**src/rtl/fifo_rd_packer_if.sv**
```systemverilog
// Signal bundle between the FIFO read port, the packer and the wide-word consumer.
// The slave modport is the packer's view; the master modport is the surrounding logic.
interface fifo_rd_packer_if #(
  parameter int WIDTH = 8,
  parameter int PACK  = 4,
  parameter int CNT_W = $clog2(PACK + 1)
);
  logic                    fifo_empty_i;
  logic [WIDTH-1:0]        fifo_rdata_i;
  logic                    fifo_rd_en_o;
  logic                    flush_i;
  logic [WIDTH*PACK-1:0]   word_o;
  logic [CNT_W-1:0]        word_bytes_o;
  logic                    word_valid_o;
  logic                    word_ready_i;
  logic [15:0]             word_cnt_o;

  modport slave (
    input  fifo_empty_i, fifo_rdata_i, flush_i, word_ready_i,
    output fifo_rd_en_o, word_o, word_bytes_o, word_valid_o, word_cnt_o
  );

  modport master (
    output fifo_empty_i, fifo_rdata_i, flush_i, word_ready_i,
    input  fifo_rd_en_o, word_o, word_bytes_o, word_valid_o, word_cnt_o
  );
endinterface

```
**src/rtl/fifo_rd_packer.sv**
```systemverilog
// Drains a registered-read FIFO and packs PACK entries (first entry in the low lane) into a
// wide word held on a valid/ready handshake; a flush emits whatever lanes are already filled.
module fifo_rd_packer #(
  parameter int WIDTH = 8,
  parameter int PACK  = 4,
  parameter int CNT_W = $clog2(PACK + 1)
) (
  input  logic            clk_i,
  input  logic            clr_i,
  fifo_rd_packer_if.slave bus
);
  typedef enum logic {ST_FILL, ST_HOLD} state_t;

  localparam logic [CNT_W:0]   PACK_EXT  = (CNT_W + 1)'(PACK);
  localparam logic [CNT_W-1:0] LAST_LANE = CNT_W'(PACK - 1);

  state_t                r_state, w_state_next;
  logic [CNT_W-1:0]      r_cnt, w_cnt_next, w_cap_cnt;
  logic                  r_pend;
  logic                  r_flush_pend, w_flush_pend_next;
  logic [WIDTH*PACK-1:0] r_word, w_word_load;
  logic [CNT_W-1:0]      r_bytes;
  logic                  r_valid, w_valid_next;
  logic                  w_load, w_rd_en;
  logic [15:0]           r_word_cnt, w_word_cnt_next;
  logic [CNT_W:0]        w_inflight;

  // Entries already captured plus the one whose data arrives this cycle.
  assign w_inflight = {1'b0, r_cnt} + {{CNT_W{1'b0}}, r_pend};
  assign w_cap_cnt  = r_cnt + CNT_W'(r_pend);
  assign w_rd_en    = !clr_i && (r_state == ST_FILL) && !bus.fifo_empty_i &&
                      !r_flush_pend && (w_inflight < PACK_EXT);

  generate
    for (genvar gi = 0; gi < PACK; gi++) begin : g_lane
      logic [WIDTH-1:0] r_lane;
      logic             w_hit;
      logic [WIDTH-1:0] w_lane_cur;

      assign w_hit      = r_pend && (r_cnt == CNT_W'(gi));
      assign w_lane_cur = w_hit ? bus.fifo_rdata_i : r_lane;
      // Lanes beyond the captured count go out as zero on a partial word.
      assign w_word_load[gi*WIDTH +: WIDTH] = (CNT_W'(gi) < w_cap_cnt) ? w_lane_cur : '0;

      always_ff @(posedge clk_i or posedge clr_i) begin
        if (clr_i) begin
          r_lane <= '0;
        end else if (w_hit) begin
          r_lane <= bus.fifo_rdata_i;
        end
      end
    end
  endgenerate

  always_comb begin
    w_state_next      = r_state;
    w_cnt_next        = w_cap_cnt;
    w_flush_pend_next = r_flush_pend;
    w_valid_next      = r_valid;
    w_word_cnt_next   = r_word_cnt;
    w_load            = 1'b0;
    case (r_state)
      ST_FILL: begin
        if (r_pend && (r_cnt == LAST_LANE)) begin
          w_load            = 1'b1;
          w_flush_pend_next = 1'b0;
        end else if (r_flush_pend && !r_pend) begin
          w_flush_pend_next = 1'b0;
          w_load            = (r_cnt != '0);
        end else if (bus.flush_i) begin
          w_flush_pend_next = 1'b1;
        end
        if (w_load) begin
          w_valid_next = 1'b1;
          w_state_next = ST_HOLD;
        end
      end
      ST_HOLD: begin
        if (r_valid && bus.word_ready_i) begin
          w_valid_next    = 1'b0;
          w_cnt_next      = '0;
          w_word_cnt_next = r_word_cnt + 16'd1;
          w_state_next    = ST_FILL;
        end
      end
      default: w_state_next = ST_FILL;
    endcase
  end

  always_ff @(posedge clk_i or posedge clr_i) begin
    if (clr_i) begin
      r_state      <= ST_FILL;
      r_cnt        <= '0;
      r_pend       <= 1'b0;
      r_flush_pend <= 1'b0;
      r_word       <= '0;
      r_bytes      <= '0;
      r_valid      <= 1'b0;
      r_word_cnt   <= '0;
    end else begin
      r_state      <= w_state_next;
      r_cnt        <= w_cnt_next;
      r_pend       <= w_rd_en;
      r_flush_pend <= w_flush_pend_next;
      r_valid      <= w_valid_next;
      r_word_cnt   <= w_word_cnt_next;
      if (w_load) begin
        r_word  <= w_word_load;
        r_bytes <= w_cap_cnt;
      end
    end
  end

  assign bus.fifo_rd_en_o = w_rd_en;
  assign bus.word_o       = r_word;
  assign bus.word_bytes_o = r_bytes;
  assign bus.word_valid_o = r_valid;
  assign bus.word_cnt_o   = r_word_cnt;
endmodule

```
**src/flat_wrapper.sv**
```systemverilog
// flat-port wrapper written by rule: the top's interface ports become plain ports
module fifo_rd_packer_flat 
#(
  parameter int WIDTH = 8,
  parameter int PACK  = 4,
  parameter int CNT_W = $clog2(PACK + 1)
)
  (clk_i, clr_i, bus_fifo_empty_i, bus_fifo_rdata_i, bus_flush_i, bus_word_ready_i, bus_fifo_rd_en_o, bus_word_o, bus_word_bytes_o, bus_word_valid_o, bus_word_cnt_o);
  fifo_rd_packer_if #(.WIDTH(WIDTH), .PACK(PACK), .CNT_W(CNT_W)) bus_i ();
  input  logic clk_i;
  input  logic clr_i;
  input wire logic [$bits(bus_i.fifo_empty_i)-1:0] bus_fifo_empty_i;
  input wire logic [$bits(bus_i.fifo_rdata_i)-1:0] bus_fifo_rdata_i;
  input wire logic [$bits(bus_i.flush_i)-1:0] bus_flush_i;
  input wire logic [$bits(bus_i.word_ready_i)-1:0] bus_word_ready_i;
  output wire logic [$bits(bus_i.fifo_rd_en_o)-1:0] bus_fifo_rd_en_o;
  output wire logic [$bits(bus_i.word_o)-1:0] bus_word_o;
  output wire logic [$bits(bus_i.word_bytes_o)-1:0] bus_word_bytes_o;
  output wire logic [$bits(bus_i.word_valid_o)-1:0] bus_word_valid_o;
  output wire logic [$bits(bus_i.word_cnt_o)-1:0] bus_word_cnt_o;
  assign bus_i.fifo_empty_i = bus_fifo_empty_i;
  assign bus_i.fifo_rdata_i = bus_fifo_rdata_i;
  assign bus_i.flush_i = bus_flush_i;
  assign bus_i.word_ready_i = bus_word_ready_i;
  assign bus_fifo_rd_en_o = bus_i.fifo_rd_en_o;
  assign bus_word_o = bus_i.word_o;
  assign bus_word_bytes_o = bus_i.word_bytes_o;
  assign bus_word_valid_o = bus_i.word_valid_o;
  assign bus_word_cnt_o = bus_i.word_cnt_o;
  fifo_rd_packer #(.WIDTH(WIDTH), .PACK(PACK), .CNT_W(CNT_W)) u_core (.clk_i(clk_i), .clr_i(clr_i), .bus(bus_i));
endmodule
```
**config.mk**
```make
export PLATFORM = sky130hd
export DESIGN_NAME = fifo_rd_packer_flat
export DESIGN_NICKNAME = d
export VERILOG_FILES = /design/src/rtl/fifo_rd_packer_if.sv /design/src/rtl/fifo_rd_packer.sv /design/src/flat_wrapper.sv
export SDC_FILE = /design/constraint.sdc
export NUM_CORES = 1
export LEC_CHECK = 0
export CAP_MARGIN = 0
export CORE_MARGIN = 3
export CORE_UTILIZATION = 30
export CTS_CLUSTER_SIZE = 20
export DETAILED_ROUTE_END_ITERATION = 10
export GPL_TIMING_DRIVEN = 0
export HOLD_SLACK_MARGIN = 0.15
export PLACE_DENSITY = 0.56
export SLEW_MARGIN = 20
export SYNTH_ARGS = -nofsm -noshare
export SYNTH_HDL_FRONTEND = slang
export SYNTH_SLANG_ARGS = --single-unit
```
**constraint.sdc**
```tcl
create_clock -name clk_i -period 5.37 [get_ports clk_i]
set_input_delay 1.074 -clock clk_i [delete_from_list [all_inputs] [get_ports clk_i]]
set_output_delay 1.074 -clock clk_i [all_outputs]
set_load 0.01 [all_outputs]
```
==> flow_summary.json <==
{
  "leakage_uw": 0.002297,
  "cts-root-buf": "clkbuf_16",
  "synth-seq-cells": 90,
  "hold_class": "reg -> reg",
  "cp.depth": 7,
  "yosysSeqAreaShare_pct": 59.21,
  "final_cell_mix": "dfrtp_1 (90), clkdlybuf4s50_1 (65), mux2_2 (42)",
  "cts_hold_buf": 0,
  "crit_family": "buffers and inverters",
  "synth_area_per_cell_um2": 13.21,
  "synth_top_flop_cell": "dfrtp_1",
  "arrival_ns": 3.07,
  "synthArstFlopShare_pct": 100.0,
  "grt_pass1_wl_um": 13660,
  "drt_iter0_markers": 147,
  "final_antenna_net_count": 0,
  "core_mm2": 0.01221,
  "min_period_ns": 4.148,
  "final_core_util_pct": 41.20,
  "critPathSlowestCell": "xor2_1",
  "slowest_delay_ns": 0.55,
  "synth_fa_ha_area_share_pct": 0.9868,
  "worst-path-max-fanout": 10,
  "top_layer_used": "met4",
  "path_class": "reg -> out",
  "syn-num-nets": 304,
  "min_path_cells": 1,
  "powerDensity_mw_per_mm2": 281.8,
  "path_cells": "ha_1 > ha_1 > xor2_1 > buf_2 > buf_2 > a311oi_1 > clkdlybuf4s50_1",
  "routed_wirelength_um": 8320,
  "tightest_slew_ns": 0.7308,
  "firstDrtPassIters": 4,
  "grtUsageTotal_pct": 12.47,
  "yosys.area.top_type_share_pct": 59.21,
  "final_nets": 381,
  "cts_sinks": 90,
  "hold_viol": 0,
  "synthTopCellsByArea": "dfrtp_1 (59%), mux2_2 (12%), mux2i_1 (4.5%)",
  "synth_top_family_by_area": "multiplexers",
  "post_drt_wl_per_cell_um": 15.46,
  "fmax_mhz": 241.1,
  "worst_setup_path_start_kind": "flip-flop",
  "mostFrequentLayoutCell": "dfrtp_1",
  "dr_wl_met3_um": 397,
  "ff2ff_path_depth": 7,
  "syn_to_final_growth_pct": 32.27,
  "synth_top_cell_by_area": "dfrtp_1",
  "synth-edff-count": 0,
  "drv_slew": 0,
  "synthMuxAreaShare_pct": 19.28,
  "gp_congestion": 0.8246,
  "drv_cap": 0,
  "irDropWorstVdd_mv": 0.2401,
  "vias_per_cell": 4.537,
  "ys_warn_count": 0,
  "cts-resized-gates": 0,
  "antenna_found_initial": 0,
  "ios": 66,
  "route.met2.wl_um": 3732,
  "cp-end-kind": "output port",
  "rsz0062_at_grt": "no",
  "synth_xor_area_share_pct": 3.914,
  "finalCritPeriodShare_pct": 77.25,
  "overflow": 0,
  "rows": 40,
  "cts_tree": "built",
  "cts.path.max_buffers": 2,
  "vias": 2441,
  "worstPathRequired_ns": 4.30,
  "grt_pass1_vias": 2538,
  "setup_violations": 0,
  "finClkSkew_ns": 0.008534,
  "cts_made_buffers": 9,
  "synth-simple-area-share_pct": 7.763,
  "clk_pin_slew_ns": 0.06,
  "timing.slew.headroom_pct": 50.90,
  "path_buf_inv": 3,
  "post_cts_buffers": 0,
  "port-buffer-count": 65,
  "die_y_um": 118.6,
  "die_area_mm2": 0.01407,
  "clk_latency_ns": 0.34,
  "ys_types": 31,
  "antenna_cells": 0,
  "drc": 0,
  "die_w_um": 118.6,
  "synth_cells": 288,
  "initial_core_util_pct": 31.15,
  "hpwlAfterDp_um": 5668,
  "outcome": "finished clean",
  "grt_max_degree": 59,
  "drive_above_1_share_pct": 19.46,
  "tns_ns": 0,
  "synth.cell_area_mm2": 0.003804,
  "cts_max_level": 3,
  "wirelength_met1_um": 4113,
  "fin_hold_ws_ns": 0.4682,
  "synth_compound_area_share_pct": 5.099
}
==> through the flow <==
stage          worst slack (ns)  power, uW  instances  cell area [um2]
3_3_place_gp             0.4524      728.6        521             4664
4_1_cts                   1.204       1440        538             5031
6_report                  1.222       1418        538             5031
5_1_grt                   1.017       1472        538             5031
2_1_floorplan             1.961      708.9        288             3804
3_5_place_dp              1.510      732.2        522             4697
==> synthesized netlist by cell type (5+ instances only) <==
cell type	number
nand3_1	5
nand2_1	28
dfrtp_1	90
mux2i_1	17
xnor2_1	13
inv_1	21
mux2_1	8
o31a_1	7
nand4_1	6
mux2_2	42
o21a_1	9
buf_2	6
==> report_power, final <==
part / internal (uW) / switching [uW] / total (uW) / leakage (uW)
Combinational: 13.3 / 22.9 / 36.2 / 0.000993
Sequential: 681 / 0.677 / 681 / 0.00114
Clock: 426 / 274 / 700 / 0.000164
==> layer usage <==
metal,vias to the layer above,track usage [%]
met5,-,0
li1,1151,-
met2,58,18.79
met1,1224,16.85
met3,8,4.928
met4,0,3.041
==> registers in the layout, indices dropped and copies added, names as in the netlist <==
name / count
u_core.bus.word_bytes_o: 3
u_core.bus.word_cnt_o: 16
u_core.bus.word_o: 32
u_core.bus.word_valid_o: 1
u_core.g_lane.r_lane: 32
u_core.r_cnt: 3
u_core.r_flush_pend: 1
u_core.r_pend: 1
u_core.r_state: 1
==> final timing paths <==
kind / endpoint / start / slack (ns)
max: bus_fifo_rd_en_o / u_core.r_pend$_DFF_PP0_ / 1.22
min: u_core.bus.word_cnt_o[15]$_DFFE_PP0P_ / u_core.bus.word_cnt_o[15]$_DFFE_PP0P_ / 0.47
max reg2reg: u_core.bus.word_o[30]$_DFFE_PP0P_ / u_core.r_pend$_DFF_PP0_ / 2.97
min reg2reg: u_core.bus.word_cnt_o[15]$_DFFE_PP0P_ / u_core.bus.word_cnt_o[15]$_DFFE_PP0P_ / 0.47
max in group asynchronous: u_core.g_lane[2].r_lane[0]$_DFF_PP0_ / clr_i / 3.67
min in group asynchronous: u_core.g_lane[2].r_lane[1]$_DFF_PP0_ / clr_i / 1.12
==> kinds of logic after synthesis <==
kind of cell	Yosys count
AO/OA/AOI/OAI	22
XOR/XNOR	17
adder cells (fa/ha/maj)	3
buffers and inverters	33
flip-flops	90
multiplexers	67
AND/OR/NAND/NOR	56
==> worst register-to-register path, stage by stage (launching register included) <==
cell     delay [ns]
dfrtp_1        0.46
ha_1           0.25
ha_1           0.21
xor2_1         0.55
buf_2          0.37
buf_2          0.28
nand2_1        0.09
mux2i_1        0.13
==> area by class of cell <==
class	count	area [um2]
fill	1216	7181
sequential	90	2252
multi-input combinational	165	1409
timing repair buffer	66	678.2
clock buffer	10	239.0
tap	168	210.2
clock inverter	6	95.09
inverter	21	83.83
buffer	12	63.81
Note: power is estimated with default switching activity, not from simulation.
